[src/rtl/perf_pkg.sv]
// Shared types for the perf_if counter protocol: counter word, controller
// command opcodes and controller FSM states.
package perf_pkg;

  typedef logic [31:0] counter_t;

  typedef enum logic [1:0] {
    PERF_OP_READ     = 2'd0,
    PERF_OP_CLEAR    = 2'd1,
    PERF_OP_TOGGLE   = 2'd2,
    PERF_OP_SNAPSHOT = 2'd3
  } perf_op_t;

  typedef enum logic [1:0] {
    IDLE  = 2'd0,
    PULSE = 2'd1,
    RESP  = 2'd2
  } perf_ctrl_state_t;

endpackage

[src/rtl/perf_snapshot_bank.sv]
// Register bank holding a coherent copy of every slave counter.
// All entries are captured together on cap_en; rd_idx selects one entry,
// out-of-range indices read as zero.
module perf_snapshot_bank
  import perf_pkg::*;
#(
  parameter int unsigned PERF_REG_NUM = 4,
  parameter int unsigned IDX_W        = (PERF_REG_NUM > 1) ? $clog2(PERF_REG_NUM) : 1
) (
  input  logic             clk,
  input  logic             rst,
  input  logic             cap_en,
  input  counter_t         cap_data [PERF_REG_NUM],
  input  logic [IDX_W-1:0] rd_idx,
  output counter_t         rd_data
);

  counter_t bank [PERF_REG_NUM];

  // Capture all counters in one cycle so the copy is mutually consistent
  always_ff @(posedge clk or posedge rst) begin
    if (rst) begin
      for (int unsigned i = 0; i < PERF_REG_NUM; i++) bank[i] <= '0;
    end else if (cap_en) begin
      for (int unsigned i = 0; i < PERF_REG_NUM; i++) bank[i] <= cap_data[i];
    end
  end

  // Indexed read; compare against each entry so no index can fall off the array
  always_comb begin
    rd_data = '0;
    for (int unsigned i = 0; i < PERF_REG_NUM; i++) begin
      if (32'(rd_idx) == i) rd_data = bank[i];
    end
  end

endmodule

[src/rtl/perf_ctrl_master.sv]
// Master-side controller for the perf_if counter protocol. Turns single
// commands (READ/CLEAR/TOGGLE/SNAPSHOT) into trigger pulses or counter reads
// and returns one response per command.
// Optional feature macro: PERF_SNAPSHOT_EN (snapshot bank; READ returns bank).
module perf_ctrl_master
  import perf_pkg::*;
#(
  parameter int unsigned PERF_REG_NUM = 4,
  parameter int unsigned IDX_W        = (PERF_REG_NUM > 1) ? $clog2(PERF_REG_NUM) : 1
) (
  input  logic             clk,
  input  logic             rst,
  input  logic             cmd_valid,
  output logic             cmd_ready,
  input  perf_op_t         cmd_op,
  input  logic [IDX_W-1:0] cmd_idx,
  output logic             rsp_valid,
  input  logic             rsp_ready,
  output counter_t         rsp_data,
  output logic             rsp_err,
  output logic             counting_en,
  output logic             clear_trigger,
  output logic             toggle_trigger,
  input  counter_t         counter_r [PERF_REG_NUM]
);

  perf_ctrl_state_t state;
  counter_t         rd_val;
  logic             cmd_accept;
  logic             idx_ok;

  // Gated by rst so no command can be accepted while reset is held
  assign cmd_ready  = (state == IDLE) && !rst;
  assign cmd_accept = cmd_valid && cmd_ready;
  assign idx_ok     = 32'(cmd_idx) < PERF_REG_NUM;

`ifdef PERF_SNAPSHOT_EN
  localparam logic SNAP_ERR = 1'b0;

  perf_snapshot_bank #(
    .PERF_REG_NUM (PERF_REG_NUM),
    .IDX_W        (IDX_W)
  ) u_bank (
    .clk      (clk),
    .rst      (rst),
    .cap_en   (cmd_accept && (cmd_op == PERF_OP_SNAPSHOT)),
    .cap_data (counter_r),
    .rd_idx   (cmd_idx),
    .rd_data  (rd_val)
  );
`else
  localparam logic SNAP_ERR = 1'b1;

  // Live counter select for READ when no bank is present
  always_comb begin
    rd_val = '0;
    for (int unsigned i = 0; i < PERF_REG_NUM; i++) begin
      if (32'(cmd_idx) == i) rd_val = counter_r[i];
    end
  end
`endif

  // Command FSM with registered triggers and response outputs
  always_ff @(posedge clk or posedge rst) begin
    if (rst) begin
      state          <= IDLE;
      rsp_valid      <= 1'b0;
      rsp_data       <= '0;
      rsp_err        <= 1'b0;
      clear_trigger  <= 1'b0;
      toggle_trigger <= 1'b0;
      counting_en    <= 1'b0;
    end else begin
      case (state)
        IDLE: begin
          if (cmd_accept) begin
            case (cmd_op)
              PERF_OP_READ: begin
                rsp_valid <= 1'b1;
                rsp_err   <= !idx_ok;
                rsp_data  <= idx_ok ? rd_val : '0;
                state     <= RESP;
              end
              PERF_OP_CLEAR: begin
                clear_trigger <= 1'b1;
                state         <= PULSE;
              end
              PERF_OP_TOGGLE: begin
                toggle_trigger <= 1'b1;
                state          <= PULSE;
              end
              default: begin
                rsp_valid <= 1'b1;
                rsp_err   <= SNAP_ERR;
                rsp_data  <= '0;
                state     <= RESP;
              end
            endcase
          end
        end
        PULSE: begin
          // The pulse register itself records which op is in flight
          if (toggle_trigger) counting_en <= !counting_en;
          clear_trigger  <= 1'b0;
          toggle_trigger <= 1'b0;
          rsp_valid      <= 1'b1;
          rsp_err        <= 1'b0;
          rsp_data       <= '0;
          state          <= RESP;
        end
        RESP: begin
          if (rsp_ready) begin
            rsp_valid <= 1'b0;
            rsp_err   <= 1'b0;
            rsp_data  <= '0;
            state     <= IDLE;
          end
        end
        default: state <= IDLE;
      endcase
    end
  end

endmodule

[config.mk]
export PLATFORM = sky130hd
export DESIGN_NAME = perf_ctrl_master
export DESIGN_NICKNAME = d
export VERILOG_FILES = /design/src/rtl/perf_pkg.sv /design/src/rtl/perf_snapshot_bank.sv /design/src/rtl/perf_ctrl_master.sv
export SDC_FILE = /design/constraint.sdc
export NUM_CORES = 1
export LEC_CHECK = 0
export ABC_AREA = 1
export CAP_MARGIN = 20
export CORE_MARGIN = 3
export CORE_UTILIZATION = 35
export CTS_CLUSTER_DIAMETER = 50
export CTS_CLUSTER_SIZE = 20
export DETAILED_ROUTE_END_ITERATION = 6
export GPL_ROUTABILITY_DRIVEN = 0
export PLACE_DENSITY = 0.76
export SLEW_MARGIN = 20
export SYNTH_ARGS = -nofsm -noshare
export SYNTH_HDL_FRONTEND = slang
export SYNTH_SLANG_ARGS = --single-unit
[constraint.sdc]
create_clock -name clk -period 1.6 [get_ports clk]
set_input_delay 0.32 -clock clk [delete_from_list [all_inputs] [get_ports clk]]
set_output_delay 0.32 -clock clk [all_outputs]
set_load 0.1 [all_outputs]
Word level (Yosys, flattened, before mapping)
Cells that the tools add are included.

Reduce and logical (&&, ||, !) cells: 15. Muxes and demuxes: 25. Equality and inequality tests: 12.

Operators with widths (count): $mux W32 (6); $pmux W32 S3 (1); $pmux W32 S2 (1); $eq A2 B2 Y1 const B (4); $mux W1 (8); $eq A2 B1 Y1 const B (3); $logic_not A2 Y1 (3); $mux W2 (3); $ne A2 B2 Y1 const B (3); $pmux W1 S2 (3); $pmux W1 S3 (2); $pmux W2 S3 (1); $reduce_and A3 Y1 (2); $ne A2 B1 Y1 const B (2); $reduce_and A2 Y1 (2); $reduce_and A4 Y1 (1); $reduce_bool A3 Y1 (1); $logic_and A1 B1 Y1 (2); $logic_not A1 Y1 (2); $reduce_bool A2 Y1 (1); $reduce_or A2 Y1 (1).

Output and inout port bits: 38. Word-level logic and storage cells: 59. Register bits after elaboration: 39.

Depth between registers and ports, before layout
Word-level depth: 8. Gate-level depth with buffers: 9. Gate-level depth less buffers: 8.

Worst setup path after synthesis
Ideal clock, no wire load.

Path kind: register to output. Start: register state[0]. End: output port cmd_ready. Path slack: -731 ps. Data arrival time: 2011 ps. Path buffers: 0. Cell stages (with the launch flop): 5. Data required time: 1280 ps. Cell sequence: dfrtp_1 -> inv_1 -> ha_1 -> inv_1 -> nor2_1.

Longest elaborated chain between the ends: 2.

Ends and longest elaborated chain: start: declaration (RTL line perf_ctrl_master.sv:27) `perf_ctrl_state_t state;`; start signal: assignment (RTL line perf_ctrl_master.sv:66) `state <= IDLE;`; start signal: assignment (RTL line perf_ctrl_master.sv:82) `state <= RESP;`; start signal: assignment (RTL line perf_ctrl_master.sv:86) `state <= PULSE;`; $logic_not A2 Y1 (RTL line perf_ctrl_master.sv:33) `assign cmd_ready = (state == IDLE) && !rst;`; $logic_and A1 B1 Y1 (RTL line perf_ctrl_master.sv:33); end: declaration (RTL line perf_ctrl_master.sv:14) `output logic cmd_ready,`.

No other way between the ends.

Worst setup path in the final report
Start: register state[1]. End: output port cmd_ready.

Same word-level chain as after synthesis.

==> out/qor.yml <==
floorplanning:
  die_h_microns: 94.3
  core_area_sq_um: 7410
  start_util_pct: 36.8
  rows: 31
  ios: 174
  die_w_microns: 94.3
  dieArea_sq_um: 8880
sta:
  setup_ws_ps: -0.397
  slew_headroom_pct: 66.6
  rsz0062_at_grt: "yes"
  post-route-period-util_pct: 100
  fmax_ghz: 0.625
  clock-skew-final_ps: 4.27
  setup_viol: 1
  hold_viol_final: 0
  worstMarginPinSlew_ps: 500
  maxSlewViolCount: 0
  timing.hold.ws_ps: 315
  period_needed_ps: 1600
clock_network:
  clkSlewWorstSetupHoldPaths_ps: 70
  clkLatencyLatePin_ps: 290
  cts_root_buffer: "clkbuf_8"
  cts_made_buffers: 5
  clock_sinks: 39
  holdBufCountCts: 0
  clockBufferDepth: 2
  cts_tree: "yes"
  htreeDepth: 2
min_path:
  min_path_type: "in -> async"
power_and_ir_drop:
  peakVddDrop_v: 0.000767
  total_power_mw: 9.37
  powerDensity_nw_per_um2: 1710
  p_leak_nw: 2.66
cells_and_area:
  fin_util_pct: 73.9
  mostFrequentLayoutCells: "nand2_1, clkdlybuf4s50_1, inv_1"
  area_growth_pct: 101
  final_cell_area_sq_um: 5480
  mostFrequentLayoutCell: "nand2_1"
  finish.net_count: 772
  diodes: 0
  drive_above_1_share_pct: 18.4
global_route:
  grt_pass1_vias: 3388
  grt_use_total_pct: 23.3
  grt_max_degree: 40
  antenna_found_initial: 0
  gr-total-overflow: 0
  grt_pass1_wl_microns: 16200
setup_path:
  cpMaxStageDelayCell: "dfrtp_1"
  crit_path_start_kind: "register"
  cpPeakStageDelay_ps: 400
  cp_max_fo: 4
  crit_chain: "inv_2 > ha_4 > inv_2 > nor2_4 > buf_12"
  required_ps: 1280
  crit_type: "reg -> out"
  end_kind: "output port"
  worstPathArrival_ps: 1280
  cp_common_cell: "inv_2"
synth:
  synth_area_per_cell_sq_um: 6.30
  synth_cell_type_count: 21
  syn_inst: 433
  ys_ff_latch: 39
  ys_warn_count: 0
  syn-cell-area_sq_um: 2730
  syn-num-nets: 576
  yosysSeqAreaShare_pct: 35.8
status:
  violations: "setup timing"
  status: "finished, violations left"
job:
  drv_cap: 0
placed_design:
  portBuffers: 173
  hpwlAfterDp_microns: 7990
  postPlaceCellArea_sq_um: 5130
drt:
  post_drt_wl_per_cell_microns: 14.1
  firstDrtPassIters: 4
  antenna_left: 0
  drtIter0Drc: 165
  drc: 0
  via_per_inst: 4.68
  num_vias: 3409
  routed_wl_microns: 10300
[registers in the layout (all words and copies together), names as in the netlist]
name,flops
toggle_trigger,1
rsp_valid,1
state,2
clear_trigger,1
counting_en,1
rsp_err,1
rsp_data,32
[logic make-up after synthesis]
family | Yosys count | synth area share [%]
flops | 39 | 35.8
simple gates | 266 | 41.3
fa+ha+maj | 7 | 3.21
buf+inv | 79 | 11.6
xor+xnor | 1 | 0.321
compound gates | 41 | 7.80
[stage by stage]
step	setup slack (ps)	setup TNS, ps	std cells
after detailed placement	-426	-12940	711
after CTS	1.32	0	730
after global routing	-60.2	-424	729
final	-0.397	-0.397	729
after global placement	-369	-11950	711
after floorplan	26.7	0	433
[final timing paths]
check | start | end | slack, ps | cells past startpoint
max reg2reg | state[0]$_DFFE_PP0P_ | rsp_data[8]$_DFFE_PP0P_ | 40 | 10
max | state[1]$_DFFE_PP0P_ | cmd_ready | -0.4 | 5
min | rst | clear_trigger$_DFFE_PP0P_ | 310 | 4
min in group clk | counting_en$_DFFE_PP0P_ | counting_en$_DFFE_PP0P_ | 530 | 1
max in group asynchronous | rst | rsp_valid$_DFFE_PP0P_ | 930 | 4
min reg2reg | counting_en$_DFFE_PP0P_ | counting_en$_DFFE_PP0P_ | 530 | 1
[synth_stat cells (all sizes together)]
library cell  instances  area, sq um
a31oi                 6         37.5
nand3                41          205
nor2                 16         65.1
nor3                  1         10.0
dfrtp                39          976
nand2               182          683
nand4                 1         6.26
ha                    7         87.6
inv                  58          218
xnor2                 1         8.76
a21oi                 1         5.00
buf                  14         70.1
or2                  25          156
o21ai                34          170
clkbuf                7         27.5
[report_power, final]
| group | switching, mW | internal (mW) | leakage, nW |
|---|---|---|---|
| clock network | 0.346 | 0.505 | 0.0612 |
| registers | 0.426 | 1.37 | 0.525 |
| logic | 4.15 | 2.58 | 2.08 |
| total | 4.92 | 4.46 | 2.66 |
[final cells by class]
class / instances / area (sq um)
Clock buffer: 6 / 82.6
Clock inverter: 2 / 35.0
Fill cell: 527 / 1930
Inverter: 58 / 220
Multi-Input combinational cell: 315 / 1550
Sequential cell: 39 / 976
Tap cell: 99 / 124
Timing Repair Buffer: 210 / 2490
[worst max-delay path: cells and delay by family, from the launching register on]
family        cells  cell delay, ps
fa+ha+maj         1             160
buf+inv           3             340
flops             1             400
simple gates      1              90
[routing by layer]
metal | global-route usage (%) | up-vias | routed length (microns)
met3 | 3.53 | 10 | 498
li1 | - | 1715 | -
met5 | 0 | - | 0
met2 | 41.9 | 121 | 5570
met4 | 6.02 | 0 | 161
met1 | 28.9 | 1563 | 4080
[timing repair]
item | in CTS | in global routing
endpoints found under the setup margin | 35 | 25
resized for setup | 24 | 17
pin swaps | 5 | 7
gates cloned | 2 | 0
buffers inserted | 9 | 2
Power figures use the tool's default switching activity.
